[config.mk]
export PLATFORM = sky130hd
export DESIGN_NAME = adder_result_stage
export DESIGN_NICKNAME = d
export VERILOG_FILES = /design/src/rtl/adder_result_stage.sv
export SDC_FILE = /design/constraint.sdc
export NUM_CORES = 1
export LEC_CHECK = 0
export CORE_ASPECT_RATIO = 0.75
export CORE_MARGIN = 2
export CORE_UTILIZATION = 45
export CTS_CLUSTER_SIZE = 40
export DETAILED_ROUTE_END_ITERATION = 6
export GPL_TIMING_DRIVEN = 0
export PLACE_DENSITY = 0.76
export SLEW_MARGIN = 20
export SYNTH_ARGS = -nofsm -noshare
export SYNTH_HDL_FRONTEND = slang
export SYNTH_SLANG_ARGS = --single-unit
[constraint.sdc]
create_clock -name clk -period 1.8 [get_ports clk]
set_clock_uncertainty 0.1 [all_clocks]
set_input_delay 0.27 -clock clk [delete_from_list [all_inputs] [get_ports clk]]
set_output_delay 0.27 -clock clk [all_outputs]
set_load 0.02 [all_outputs]
[src/rtl/adder_result_stage.sv]
// Registered result stage behind the 32-bit carry-increment adder.
// Captures sum/cout/of with a valid/ready handshake, derives NZCV flags at capture
// and holds up to two results (head + skid) so back-pressure never drops a sum.
// A saturating counter tallies accepted results that carried signed overflow.
module adder_result_stage #(
   parameter int unsigned WIDTH = 32,
   parameter int unsigned CNT_W = 8
) (
   input  logic             clk,
   input  logic             rst,
   // Adder side
   input  logic             in_valid,
   output logic             in_ready,
   input  logic [WIDTH-1:0] sum_in,
   input  logic             cout_in,
   input  logic             of_in,
   // Consumer side
   output logic             out_valid,
   input  logic             out_ready,
   output logic [WIDTH-1:0] res,
   output logic [3:0]       flags,
   // Debug counter
   output logic [CNT_W-1:0] of_count,
   input  logic             clr_count
);

   localparam logic [CNT_W-1:0] CntMax = '1;

   // State encodes buffer occupancy directly.
   typedef enum logic [1:0] {
      StEmpty,
      StOne,
      StTwo
   } state_e;

   state_e state_q, state_d;

   logic             accept;
   logic             pop;
   logic [3:0]       in_flags;

   logic             head_load;
   logic             head_from_skid;
   logic             skid_load;

   logic [WIDTH-1:0] head_res_q, head_res_d;
   logic [3:0]       head_flags_q, head_flags_d;
   logic [WIDTH-1:0] skid_res_q, skid_res_d;
   logic [3:0]       skid_flags_q, skid_flags_d;

   logic [CNT_W-1:0] cnt_q, cnt_d;

   assign accept = in_valid & in_ready;
   assign pop    = out_valid & out_ready;

   // {N, Z, C, V} of the incoming adder result
   assign in_flags = {sum_in[WIDTH-1], (sum_in == '0), cout_in, of_in};

   // State register
   always_ff @(posedge clk) begin
      if (rst) begin
         state_q <= StEmpty;
      end else begin
         state_q <= state_d;
      end
   end

   // Next state plus the entry load selects that go with each transition
   always_comb begin
      state_d        = state_q;
      head_load      = 1'b0;
      head_from_skid = 1'b0;
      skid_load      = 1'b0;
      unique case (state_q)
         StEmpty: begin
            if (accept) begin
               state_d   = StOne;
               head_load = 1'b1;
            end
         end
         StOne: begin
            if (accept && pop) begin
               head_load = 1'b1;
            end else if (accept) begin
               state_d   = StTwo;
               skid_load = 1'b1;
            end else if (pop) begin
               state_d = StEmpty;
            end
         end
         StTwo: begin
            // in_ready is low here, so accept can never be set
            if (pop) begin
               state_d        = StOne;
               head_from_skid = 1'b1;
            end
         end
         default: begin
            state_d = StEmpty;
         end
      endcase
   end

   // Handshake outputs decoded from the state register only
   always_comb begin
      in_ready  = 1'b1;
      out_valid = 1'b0;
      unique case (state_q)
         StEmpty: begin
            in_ready  = 1'b1;
            out_valid = 1'b0;
         end
         StOne: begin
            in_ready  = 1'b1;
            out_valid = 1'b1;
         end
         StTwo: begin
            in_ready  = 1'b0;
            out_valid = 1'b1;
         end
         default: begin
            in_ready  = 1'b0;
            out_valid = 1'b0;
         end
      endcase
   end

   // Entry next values; registers hold unless a load is selected
   always_comb begin
      head_res_d   = head_res_q;
      head_flags_d = head_flags_q;
      skid_res_d   = skid_res_q;
      skid_flags_d = skid_flags_q;
      if (head_load) begin
         head_res_d   = sum_in;
         head_flags_d = in_flags;
      end else if (head_from_skid) begin
         head_res_d   = skid_res_q;
         head_flags_d = skid_flags_q;
      end
      if (skid_load) begin
         skid_res_d   = sum_in;
         skid_flags_d = in_flags;
      end
   end

   // Entry registers
   always_ff @(posedge clk) begin
      if (rst) begin
         head_res_q   <= '0;
         head_flags_q <= '0;
         skid_res_q   <= '0;
         skid_flags_q <= '0;
      end else begin
         head_res_q   <= head_res_d;
         head_flags_q <= head_flags_d;
         skid_res_q   <= skid_res_d;
         skid_flags_q <= skid_flags_d;
      end
   end

   // Overflow counter next value: clear wins, increment saturates at all-ones
   always_comb begin
      cnt_d = cnt_q;
      if (clr_count) begin
         cnt_d = '0;
      end else if (accept && of_in && (cnt_q != CntMax)) begin
         cnt_d = cnt_q + 1'b1;
      end
   end

   // Overflow counter register
   always_ff @(posedge clk) begin
      if (rst) begin
         cnt_q <= '0;
      end else begin
         cnt_q <= cnt_d;
      end
   end

   assign res      = head_res_q;
   assign flags    = head_flags_q;
   assign of_count = cnt_q;

   // Head must hold steady while the consumer stalls
   a_head_stable : assert property (@(posedge clk) disable iff (rst)
      (out_valid && !out_ready) |=> ($stable(res) && $stable(flags)));

   // Only three encodings are ever reachable
   a_state_legal : assert property (@(posedge clk) disable iff (rst)
      (state_q inside {StEmpty, StOne, StTwo}));

endmodule

==> impl_metrics.yaml, run 1 <==
sta:
  timing.slew.headroom_pct: 66.9
  fin_crit_sh_pct: 100
  finalHoldViolations: 0
  fmax_mhz: 555
  setup_ws_ns: -0.00227
  rsz0062_at_grt: "yes"
  worstMarginPinSlew_ns: 0.497
  slew_violations: 0
  period_needed_ns: 1.80
  final-setup-viol-count: 1
route:
  final_antenna_net_count: 0
  vias_per_cell: 5.24
  drt_pre_antenna_iters: 5
  num_vias: 3141
  drtIter0Drc: 147
  drc_errors: 0
  wirelength_microns: 9100
  wl_per_cell_microns: 15.2
synthesis:
  seq_area_frac_synth_pct: 44.2
  syn_area_per_cell_sq_um: 9.35
  syn_nets: 432
  synth_area_sq_um: 3630
  yosysWarnings: 0
  yosys.cell_types.count: 37
  postSynthCellCount: 388
  synth-seq-cells: 80
power:
  p_sw_w: 0.00230
  pwr-share-seq_pct: 36.6
  p_per_area_nw_per_um2: 1270
  swShare_pct: 36.1
  p_leak_nw: 2.00
  p_int_w: 0.00407
  ir_worst_vdd_mv: 0.528
  power_frac_comb_pct: 42.5
  p_clk_share_pct: 20.9
final_layout:
  fillCellCount: 675
  final_cell_mix: "78 x dfxtp_1, 77 x clkdlybuf4s50_1, 73 x nand2_1"
  antenna_cells: 0
  fin_area_sq_um: 5020
  layout.cells.non_filler: 600
  area_growth_syn_to_layout_pct: 38.4
  drive_above_1_share_pct: 21.4
  finalNetCount: 534
  layout_commonest_cell: "dfxtp_1"
placement:
  io_buffers: 83
  gp_congestion: 0.824
  place_area_sq_um: 4590
  placed_cells: 576
  dpl.hpwl_microns: 6410
grt:
  grt_pass1_wl_microns: 13800
  antenna_found_initial: 0
  overflow: 0
  track_usage_pct: 20.2
  grt_pass1_vias: 2873
  grt_max_degree: 15
floorplan:
  ios: 85
  core_sq_um: 7850
  die_h_microns: 81.7
  num_rows: 28
  die_w_microns: 108
  initial_core_util_pct: 46.2
  dieArea_sq_um: 8800
outcome:
  violations: "negative setup slack"
  outcome: "finished with violations"
setup_path:
  crit_type: "reg -> reg"
  crit_path_start_kind: "register"
  cp.arrival_ns: 1.98
  endpoint_kind: "register"
  worstPathMaxFanout: 7
  crit_required_ns: 1.98
clock_network:
  clkTransAtPathRegs_ns: 0.08
  clk_latency_ns: 0.36
  root_buffer: "clkbuf_8"
  h-tree-depth: 3
  hold_buffers: 0
  clockBufferDepth: 2
  cts_tree: "built"
  cts_sinks: 80
  cts_inserted_buffers: 9
run:
  cap_violations: 0
min_path:
  min_path_type: "in -> reg"
==> final cells by class <==
type,count,area (sq um),area share [%]
plain buffers,28,230,4.59
clock buffers,10,128,2.54
clock inverters,6,68.8,1.37
inverters,2,12.5,0.249
multi-input cells,277,1920,38.2
flip-flops and latches,80,1610,32.0
well taps,105,131,2.62
repair buffers,92,923,18.4
==> layer usage <==
metal	track usage [%]	up-vias	wire (microns)
met5	0	-	0
met4	4.23	0	57
met3	6.35	10	649
met2	33.7	84	4220
met1	25.9	1486	4170
li1	-	1561	-
==> power groups by stage <==
stage	clock, W	combinational (W)	sequential (W)
floorplan	0	0.00126	0.00260
global placement	0	0.00237	0.00234
detailed placement	0	0.00242	0.00236
CTS	0.00135	0.00252	0.00232
global route	0.00143	0.00288	0.00237
finish	0.00133	0.00270	0.00233
==> kinds of logic (layout without fill, tap and decap cells) <==
| group | Yosys count | in the layout | share of synthesized area [%] |
|---|---|---|---|
| AO/OA/AOI/OAI | 87 | 87 | 20.8 |
| flip-flops | 80 | 80 | 44.2 |
| multiplexers | 38 | 38 | 10.5 |
| XOR/XNOR | 5 | 5 | 1.21 |
| adder cells (fa/ha/maj) | 5 | 5 | 1.73 |
| AND/OR/NAND/NOR | 142 | 142 | 16.4 |
| buffers and inverters | 31 | 138 | 5.18 |
==> worst paths after layout <==
path	from	end	slack (ns)	cells after the start
max	state_q[1]$_SDFFE_PP0P_	flags[1]$_SDFFE_PP0P_	-0.002	8
max reg2reg	state_q[1]$_SDFFE_PP0P_	flags[1]$_SDFFE_PP0P_	-0.002	8
min	in_valid	state_q[1]$_SDFFE_PP0P_	0.30	3
min reg2reg	skid_res_q[27]$_SDFFE_PP0P_	skid_res_q[27]$_SDFFE_PP0P_	0.36	2
==> sequential cells by signal, indices dropped and copies added (netlist names) <==
name,cells
flags,3
skid_flags_q,3
skid_res_q,32
state_q,2
res,32
of_count,8
==> what timing repair did <==
| action | 4_1_cts | 5_1_grt |
|---|---|---|
| endpoints found under the setup margin | 72 | 74 |
| cloned | 0 | 2 |
| resized for setup | 23 | 31 |
| pin swaps | 0 | 13 |
| setup buffers | 1 | 6 |
==> worst max-delay path: stages, from the launching register on <==
cell	delay, ns
dfxtp_4	0.38
inv_6	0.05
ha_4	0.31
and3_4	0.20
o21ai_4	0.08
buf_12	0.16
buf_8	0.13
buf_12	0.13
a211oi_2	0.18
==> stage by stage <==
| step | setup TNS [ns] | worst slack (ns) | hold slack (ns) | power (W) | util, % |
|---|---|---|---|---|---|
| after floorplan | 0 | 0.00216 | 0.306 | 0.00386 | - |
| after global placement | -13.77 | -0.331 | 0.341 | 0.00471 | 58.5 |
| after detailed placement | -13.45 | -0.326 | 0.346 | 0.00478 | 58.5 |
| after CTS | 0 | 0.00894 | 0.272 | 0.00618 | 61.8 |
| after global routing | -0.159 | -0.0412 | 0.287 | 0.00667 | 63.9 |
| final | -0.00227 | -0.00227 | 0.299 | 0.00637 | 63.9 |
==> synth_stat cells, drive strengths merged <==
library cell | n | area, sq um
o311ai | 1 | 8.76
o221ai | 1 | 8.76
buf | 20 | 143
and3 | 3 | 23.8
ha | 5 | 62.6
nand4 | 3 | 18.8
and2 | 1 | 6.26
nand2 | 74 | 278
nand3 | 3 | 15.0
a21oi | 39 | 199
a221oi | 1 | 8.76
nor4 | 8 | 50.1
mux2 | 1 | 11.3
o2111ai | 1 | 8.76
nor2 | 44 | 165
a211oi | 34 | 425
or3 | 3 | 18.8
clkbuf | 9 | 37.5
o211ai | 3 | 27.5
o211a | 1 | 17.5
dfxtp | 80 | 1600
nor3 | 1 | 5.00
xor2 | 5 | 43.8
or2 | 2 | 12.5
inv | 2 | 7.51
o21ai | 4 | 35.0
o41ai | 1 | 8.76
mux2i | 37 | 370
o21a | 1 | 7.51
Note: power is estimated with default switching activity, not from simulation.
==> inputs of run 2 (changes only) <==
- CTS_CLUSTER_SIZE: 40 -> 14
==> results of run 2 <==
Same layout as run 1: the final DEF is identical, and so are final timing and power.
